$ cat config.mk
export PLATFORM = sky130hd
export DESIGN_NAME = pixel_unpack
export DESIGN_NICKNAME = d
export VERILOG_FILES = /design/src/rtl/pixel_unpack.sv
export SDC_FILE = /design/constraint.sdc
export NUM_CORES = 1
export LEC_CHECK = 0
export ABC_AREA = 1
export BUFFER_PORTS_ARGS = -buffer_cell sky130_fd_sc_hd__buf_2
export CAP_MARGIN = 25
export CORE_MARGIN = 1.5
export CORE_UTILIZATION = 45
export DETAILED_ROUTE_END_ITERATION = 8
export GPL_TIMING_DRIVEN = 0
export PLACE_DENSITY = 0.68
export SYNTH_ARGS = -nofsm -noshare
export SYNTH_HDL_FRONTEND = slang
export SYNTH_SLANG_ARGS = --single-unit
$ cat constraint.sdc
create_clock -name CLK -period 1.28 [get_ports CLK]
set_input_delay 0.192 -clock CLK [delete_from_list [all_inputs] [get_ports CLK]]
set_output_delay 0.192 -clock CLK [all_outputs]
set_load 0.05 [all_outputs]
$ cat src/rtl/pixel_unpack.sv
// Unpacks 16-bit FIFO words into 24-bit RGB pixels (1-bit, 8-bit, RGB565 modes) with frame tracking.
// Optional UNDERRUN_HOLD_EN: an underrun pixel repeats the last emitted RGB value instead of black.
module pixel_unpack #(
   parameter int FRAME_PIXELS = 307200,
   parameter int PIX_CNT_W    = 19
) (
   input  logic        CLK,
   input  logic        RESET_N,
   input  logic [1:0]  PIXEL_MODE,
   input  logic        FRAME_SYNC,
   input  logic        PIX_REQ,
   input  logic [15:0] WORD_DATA,
   input  logic        WORD_EMPTY,
   output logic        WORD_RD,
   output logic [7:0]  oRED,
   output logic [7:0]  oGREEN,
   output logic [7:0]  oBLUE,
   output logic        oVALID,
   output logic        UNDERRUN,
   output logic        FRAME_DONE,
   output logic [1:0]  dbg_state_o
);

   typedef enum logic [1:0] {
      WAIT_FRAME = 2'd0,
      ACTIVE     = 2'd1,
      DONE       = 2'd2
   } state_t;

   localparam logic [PIX_CNT_W-1:0] LAST_PIX = PIX_CNT_W'(FRAME_PIXELS - 1);

   state_t                 state_q, state_d;
   logic                   fs_prev_q;
   logic [1:0]             mode_q, mode_d;
   logic [15:0]            hold_word_q, hold_word_d;
   logic                   hold_valid_q, hold_valid_d;
   logic [3:0]             sub_idx_q, sub_idx_d;
   logic [PIX_CNT_W-1:0]   pix_cnt_q, pix_cnt_d;
   logic [23:0]            rgb_q, rgb_d;
   logic                   valid_q, valid_d;
   logic                   underrun_q, underrun_d;
   logic                   done_q, done_d;
`ifdef UNDERRUN_HOLD_EN
   logic [23:0]            last_q, last_d;
`endif

   logic        sync_rise, need_word, serve, starve, multi;
   logic [3:0]  last_idx, k;
   logic [15:0] src;
   logic [23:0] pix;
   logic [4:0]  r5, b5;
   logic [5:0]  g6;
   logic [7:0]  gray;

   assign sync_rise = FRAME_SYNC & ~fs_prev_q;
   assign need_word = ~hold_valid_q;
   // A request coincident with frame start is dropped so the new frame starts clean.
   assign serve     = (state_q == ACTIVE) & PIX_REQ & ~sync_rise;
   assign starve    = serve & need_word & WORD_EMPTY;
   assign WORD_RD   = RESET_N & serve & need_word & ~WORD_EMPTY;
   assign src       = hold_valid_q ? hold_word_q : WORD_DATA;
   assign k         = hold_valid_q ? sub_idx_q : 4'd0;
   assign multi     = (mode_q == 2'b01) | (mode_q == 2'b10);
   assign last_idx  = (mode_q == 2'b01) ? 4'd15 : 4'd1;

   always_comb begin
      pix  = 24'h0;
      r5   = 5'h0;
      g6   = 6'h0;
      b5   = 5'h0;
      gray = 8'h0;
      case (mode_q)
         2'b00: pix = {3{src[7:0]}};
         2'b01: pix = src[4'd15 - k] ? 24'hFFFFFF : 24'h000000;
         2'b10: begin
            gray = k[0] ? src[15:8] : src[7:0];
            pix  = {3{gray}};
         end
         default: begin
            // Byte-swapped RGB565: low byte carries R and the top of G.
            r5  = src[7:3];
            g6  = {src[2:0], src[15:13]};
            b5  = src[12:8];
            pix = {r5, r5[4:2], g6, g6[5:4], b5, b5[4:2]};
         end
      endcase
   end

   always_comb begin
      state_d      = state_q;
      mode_d       = mode_q;
      hold_word_d  = hold_word_q;
      hold_valid_d = hold_valid_q;
      sub_idx_d    = sub_idx_q;
      pix_cnt_d    = pix_cnt_q;
      rgb_d        = 24'h0;
      valid_d      = 1'b0;
      underrun_d   = underrun_q;
      done_d       = done_q;
`ifdef UNDERRUN_HOLD_EN
      last_d       = last_q;
`endif
      if (sync_rise) begin
         state_d      = ACTIVE;
         mode_d       = PIXEL_MODE;
         hold_valid_d = 1'b0;
         sub_idx_d    = 4'd0;
         pix_cnt_d    = '0;
         underrun_d   = 1'b0;
         done_d       = 1'b0;
`ifdef UNDERRUN_HOLD_EN
         last_d       = 24'h0;
`endif
      end else if (serve) begin
         valid_d   = 1'b1;
         pix_cnt_d = pix_cnt_q + 1'b1;
         if (pix_cnt_q == LAST_PIX) begin
            state_d = DONE;
            done_d  = 1'b1;
         end
         if (starve) begin
            underrun_d = 1'b1;
`ifdef UNDERRUN_HOLD_EN
            rgb_d      = last_q;
`else
            rgb_d      = 24'h0;
`endif
         end else begin
            rgb_d = pix;
`ifdef UNDERRUN_HOLD_EN
            last_d = pix;
`endif
            if (need_word) begin
               if (multi) begin
                  hold_word_d  = WORD_DATA;
                  hold_valid_d = 1'b1;
                  sub_idx_d    = 4'd1;
               end
            end else if (sub_idx_q == last_idx) begin
               hold_valid_d = 1'b0;
               sub_idx_d    = 4'd0;
            end else begin
               sub_idx_d = sub_idx_q + 4'd1;
            end
         end
      end
   end

   always_ff @(posedge CLK) begin
      if (!RESET_N) begin
         state_q      <= WAIT_FRAME;
         fs_prev_q    <= 1'b0;
         mode_q       <= 2'b00;
         hold_word_q  <= 16'h0;
         hold_valid_q <= 1'b0;
         sub_idx_q    <= 4'd0;
         pix_cnt_q    <= '0;
         rgb_q        <= 24'h0;
         valid_q      <= 1'b0;
         underrun_q   <= 1'b0;
         done_q       <= 1'b0;
`ifdef UNDERRUN_HOLD_EN
         last_q       <= 24'h0;
`endif
      end else begin
         state_q      <= state_d;
         fs_prev_q    <= FRAME_SYNC;
         mode_q       <= mode_d;
         hold_word_q  <= hold_word_d;
         hold_valid_q <= hold_valid_d;
         sub_idx_q    <= sub_idx_d;
         pix_cnt_q    <= pix_cnt_d;
         rgb_q        <= rgb_d;
         valid_q      <= valid_d;
         underrun_q   <= underrun_d;
         done_q       <= done_d;
`ifdef UNDERRUN_HOLD_EN
         last_q       <= last_d;
`endif
      end
   end

   assign oRED        = rgb_q[23:16];
   assign oGREEN      = rgb_q[15:8];
   assign oBLUE       = rgb_q[7:0];
   assign oVALID      = valid_q;
   assign UNDERRUN    = underrun_q;
   assign FRAME_DONE  = done_q;
   assign dbg_state_o = state_q;

endmodule

After elaboration in Yosys (flattened, before gate mapping). Cells that the tools add are included.

Add/sub/neg operators: 3. Multiply operators: 0. Divide/modulo/power cells: 0. $lt $le $gt $ge: 1. Equal/unequal tests: 5. Shift operators: 0. Multiplexer cells: 18. Bitwise operators: 16. Reduce and logical (&&, ||, !) cells: 12.

Operators with widths (number): 24-bit case mux with 3 select lines (1); 24-bit two-way mux (1); 4-bit two-way mux (5); 19-bit by 1-bit adder with 19-bit output (second input constant) (1); 19-bit == test (second input constant) (1); 16-bit two-way mux (1); 1-bit AND (8); 1-bit two-way mux (8); 8-bit two-way mux (1); 2-bit AND reduction (4); 1-bit NOT (7); 2-bit nonzero test (3); 4-bit by 5-bit < comparator with 1-bit output (second input constant) (1); 5-bit AND reduction (1); 4-bit by 1-bit adder with 4-bit output (second input constant) (1); 1-bit binary-select mux with 4-bit select (1); 2-bit by 1-bit == test with 1-bit output (second input constant) (2); 4-bit == test (1); 4-bit OR reduction (1); 4-bit subtractor (first input constant) (1); 3-bit AND reduction (1); 2-bit == test (second input constant) (1); 2-bit zero test (1); 2-bit OR reduction (1); 1-bit OR (1).

Bits in registers: 71. Latch bits: 0. Bits in writable memories: 0. Memory bits (read-only): 0. Bits of input ports: 23. Output and inout port bits: 30. Logic and storage cells: 66. Memories: 0.

Longest topological paths before layout.
Word-level depth: 8. Depth in mapped cells: 12. Depth with buffers taken out: 12.

Worst setup path after synthesis. No wires, ideal clock.

Kind: register -> output. From: register state_q[0], in the netlist dbg_state_o[0]. To: output port WORD_RD. Data arrival time: 2.245 ns. Required time: 1.088 ns. Slack: -1.157 ns. Cell stages (with the launch flop): 7. Buffers on the path: 0. Cell sequence: dfxtp_1 nand3_2 nor2_4 inv_2 nor2_2 inv_1 nor3_1.

Longest elaborated chain between the ends: 6.

RTL lines: from (decl) (RTL line 32) `state_t state_q, state_d;`; from (signal assigned) (RTL line 166) `state_q <= state_d;`; 2-bit by 1-bit == test with 1-bit output (RTL line 58) `assign serve = (state_q == ACTIVE) & PIX_REQ & ~sync_rise;`; 1-bit AND (2 in a row) (RTL line 58); 1-bit AND (3 in a row) (RTL line 60) `assign WORD_RD = RESET_N & serve & need_word & ~WORD_EMPTY;`; to (decl) (RTL line 14) `output logic WORD_RD,`.

Every way passes these cells.

==> results_dict.tcl <==
set metrics [dict create \
    outcome "complete, but fails checks" \
    violations "negative setup slack" \
    finalHoldViolations 0 \
    fin_ws_ns -0.380 \
    final_min_period_over_clock_period_pct 130 \
    drive_gt1_share_pct 41.9 \
    start_util_pct 46.4 \
    worst_ep_arrival_time_ns 1.47 \
    synth_seq_area_share_pct 42.2 \
    post_synth_inst_count 470 \
    report.final.slew_viol_count 0 \
    max_cap_viol_count 0 \
    skew_ns 0.0119 \
    post_drt_wl_per_cell_um 15.0 \
    overflow 0 \
    detail_route.wirelength_um 10100 \
    endpoint_kind "primary output" \
    critPathRequiredTime_ns 1.09 \
    clock-root-buffer "sky130_fd_sc_hd__clkbuf_8" \
    grt_util_all_layers_pct 25.7 \
    detail_route.first_pass.iterations 4 \
    grt_max_degree 13 \
    layout_commonest_cell "sky130_fd_sc_hd__nand2_1" \
    layout_common_cells "sky130_fd_sc_hd__nand2_1 (72), sky130_fd_sc_hd__dfxtp_1 (66), sky130_fd_sc_hd__inv_1 (57)" \
    dp_hpwl_um 6400 \
    flow.area_growth_from_synthesis_pct 46.8 \
    crit_path_start_kind "register" \
    synthesis.yosys.warnings 0 \
    worst_slew_pin_slew_ns 0.543 \
    place_congestion 0.929 \
    fp.coreArea_sq_mm 0.00725 \
    initialDrtViolationCount 147 \
    ff2ff_setup_slack_ns -0.37 \
    worstPathMaxFanout 2 \
    die_y_um 89.5 \
    fp-row-count 31 \
    finalNetCount 599 \
    power_density_mw_per_mm2 1030 \
    grt_setup_unrepaired "yes" \
    io_pins 53 \
    synth_seq_cells 71 \
    clock_tree_from_tritoncts "yes" \
    peakVddDrop_v 0.000658 \
    syn_area_cell_sq_um 7.16 \
    fmax_mhz 602 \
    numCtsBuffers 9 \
    hold_path_class "input port to register" \
    netlist_area_sq_mm 0.00337 \
    htreeDepth 3 \
    antenna-diode-count 0 \
    max-slew-margin-rel_pct 63.8 \
    chipWidth_um 89.5 \
    port_buffers 52 \
    dieArea_sq_mm 0.00801 \
    tns_ns -20.04 \
    final_period_minus_worst_setup_slack_ns 1.66 \
    detail_route.vias_per_cell 5.25 \
    drcViolationCount 0 \
    p_leak_nw 2.08 \
    timing.setup.critical_path_class "register to primary output" \
    drt.antenna.violating_nets 0 \
    setup-violations-final 69 \
    cts_hold_buffers 0 \
    clk_pin_slew_ns 0.08 \
    first_global_vias 3281 \
    post-place-cells 621 \
    initial_antenna_violation_count 0 \
    clk_latency_ns 0.35 \
    final_cell_count_no_fill 674 \
    synth_cell_type_count 37 \
    cts_sinks 71 \
    via_total_after_detailed_routing 3541 \
    syn-num-nets 499 \
    cts_buffer_depth 2 \
    first_pass_grt_wire_length_um 15400 \
]
## registers in the layout, indices dropped and copies added (netlist names), 2 cells and up
name         count
mode_q           2
hold_word_q     16
sub_idx_q        4
rgb_q           24
pix_cnt_q       19
## cells by family after synthesis
group,share of synthesized area [%]
simple gates,25.5
compound gates,18.6
buf+inv,10.7
flops,42.2
fa+ha+maj,2.23
xor+xnor,0.781
## worst max-delay path, stage by stage, from the launching register on
cell and delay, ns:
sky130_fd_sc_hd__dfxtp_4 0.36, sky130_fd_sc_hd__inv_4 0.06, sky130_fd_sc_hd__nand3_4 0.08, sky130_fd_sc_hd__nor2_4 0.11, sky130_fd_sc_hd__inv_2 0.06, sky130_fd_sc_hd__nor2_4 0.09
sky130_fd_sc_hd__inv_2 0.05, sky130_fd_sc_hd__nor3_4 0.13, sky130_fd_sc_hd__buf_6 0.18
## stage by stage
stage | instance area [sq um] | hold WS, ns | util, % | total power [mW] | setup WS, ns
after floorplan | 3470 | 0.285 | - | 2.67 | -0.296
after global placement | 3850 | 0.386 | 53.1 | 2.81 | -0.429
after detailed placement | 3850 | 0.403 | 53.1 | 2.82 | -0.480
after CTS | 4640 | 0.0318 | 63.9 | 4.98 | -0.406
after global routing | 4940 | 0.0439 | 68.1 | 5.23 | -0.444
final | 4940 | 0.0478 | 68.1 | 5.07 | -0.380
## metal layers
metal / GRT usage (%) / share of wire, % / vias up
met5: 0 / 0 / -
met4: 10.6 / 3.2 / 0
met3: 5.63 / 4.0 / 24
met2: 45.2 / 52 / 98
met1: 30.1 / 41 / 1676
li1: - / - / 1743
## cells in the mapped netlist
master                     instances  area [sq um]
sky130_fd_sc_hd__nand2_1         105           394
sky130_fd_sc_hd__o211a_1           1          10.0
sky130_fd_sc_hd__o21a_1            1          7.51
sky130_fd_sc_hd__nand3_1          30           150
sky130_fd_sc_hd__nor3b_1           2          15.0
sky130_fd_sc_hd__inv_2             5          18.8
sky130_fd_sc_hd__buf_2             5          25.0
sky130_fd_sc_hd__a211oi_1          2          15.0
sky130_fd_sc_hd__nor2_4            4          45.0
sky130_fd_sc_hd__nor2_1           22          82.6
sky130_fd_sc_hd__xnor2_1           1          8.76
sky130_fd_sc_hd__nor3_1            5          25.0
sky130_fd_sc_hd__nand2_4           1          11.3
sky130_fd_sc_hd__o31ai_1           1          7.51
sky130_fd_sc_hd__o21ai_0          21           105
sky130_fd_sc_hd__inv_1            62           233
sky130_fd_sc_hd__nand4_1           5          31.3
sky130_fd_sc_hd__nand2_2           2          12.5
sky130_fd_sc_hd__nand3_2           3          30.0
sky130_fd_sc_hd__o21ai_2           1          8.76
sky130_fd_sc_hd__nand4_2           1          12.5
sky130_fd_sc_hd__nor4_1            1          6.26
sky130_fd_sc_hd__o21bai_1          2          15.0
sky130_fd_sc_hd__o211ai_1          2          15.0
sky130_fd_sc_hd__dfxtp_1          71          1420
sky130_fd_sc_hd__xor2_1            2          17.5
sky130_fd_sc_hd__or2_2             1          6.26
sky130_fd_sc_hd__clkinv_1          2          7.51
sky130_fd_sc_hd__clkbuf_1          4          15.0
sky130_fd_sc_hd__a31oi_1           1          6.26
sky130_fd_sc_hd__o21ai_1          13          65.1
sky130_fd_sc_hd__buf_6             2          22.5
sky130_fd_sc_hd__ha_1              6          75.1
sky130_fd_sc_hd__a21oi_1          74           370
sky130_fd_sc_hd__nand3_4           1          17.5
sky130_fd_sc_hd__nor2_2            3          18.8
sky130_fd_sc_hd__buf_4             5          37.5
## where the power goes
group | internal, mW | leakage, nW | switching [mW]
sequential | 2.24 | 0.577 | 0.0247
clock | 1.21 | 0.117 | 0.881
combinational | 0.262 | 1.38 | 0.441
## path summary, 6_finish.rpt
path	depth (start not counted)	endpoint	from
worst max-delay path	8	WORD_RD	FRAME_DONE$_SDFFE_PP0P_
worst min-delay path	3	fs_prev_q$_SDFF_PN0_	FRAME_SYNC
worst max register to register	11	rgb_q[17]$_SDFF_PP0_	hold_valid_q$_SDFFE_PP0P_
worst min register to register	2	UNDERRUN$_SDFFE_PP0P_	UNDERRUN$_SDFFE_PP0P_
## area by class of cell
type                            instances  area [sq um]
Buffer                                 16           161
Clock buffer                           12           155
Clock inverter                          4          77.6
Fill cell                             603          2310
Inverter                               69           273
Multi-Input combinational cell        314          2060
Sequential cell                        71          1440
Tap cell                               99           124
Timing Repair Buffer                   88           652
Timing Repair inverter                  1          5.00
## timing repair
| action | in CTS | in global routing |
|---|---|---|
| setup buffers | 22 | 11 |
| cloned | 4 | 1 |
| setup endpoints to repair | 64 | 70 |
| pin swaps | 15 | 20 |
| resized for setup | 87 | 67 |
Note: power is estimated with default switching activity, not from simulation.
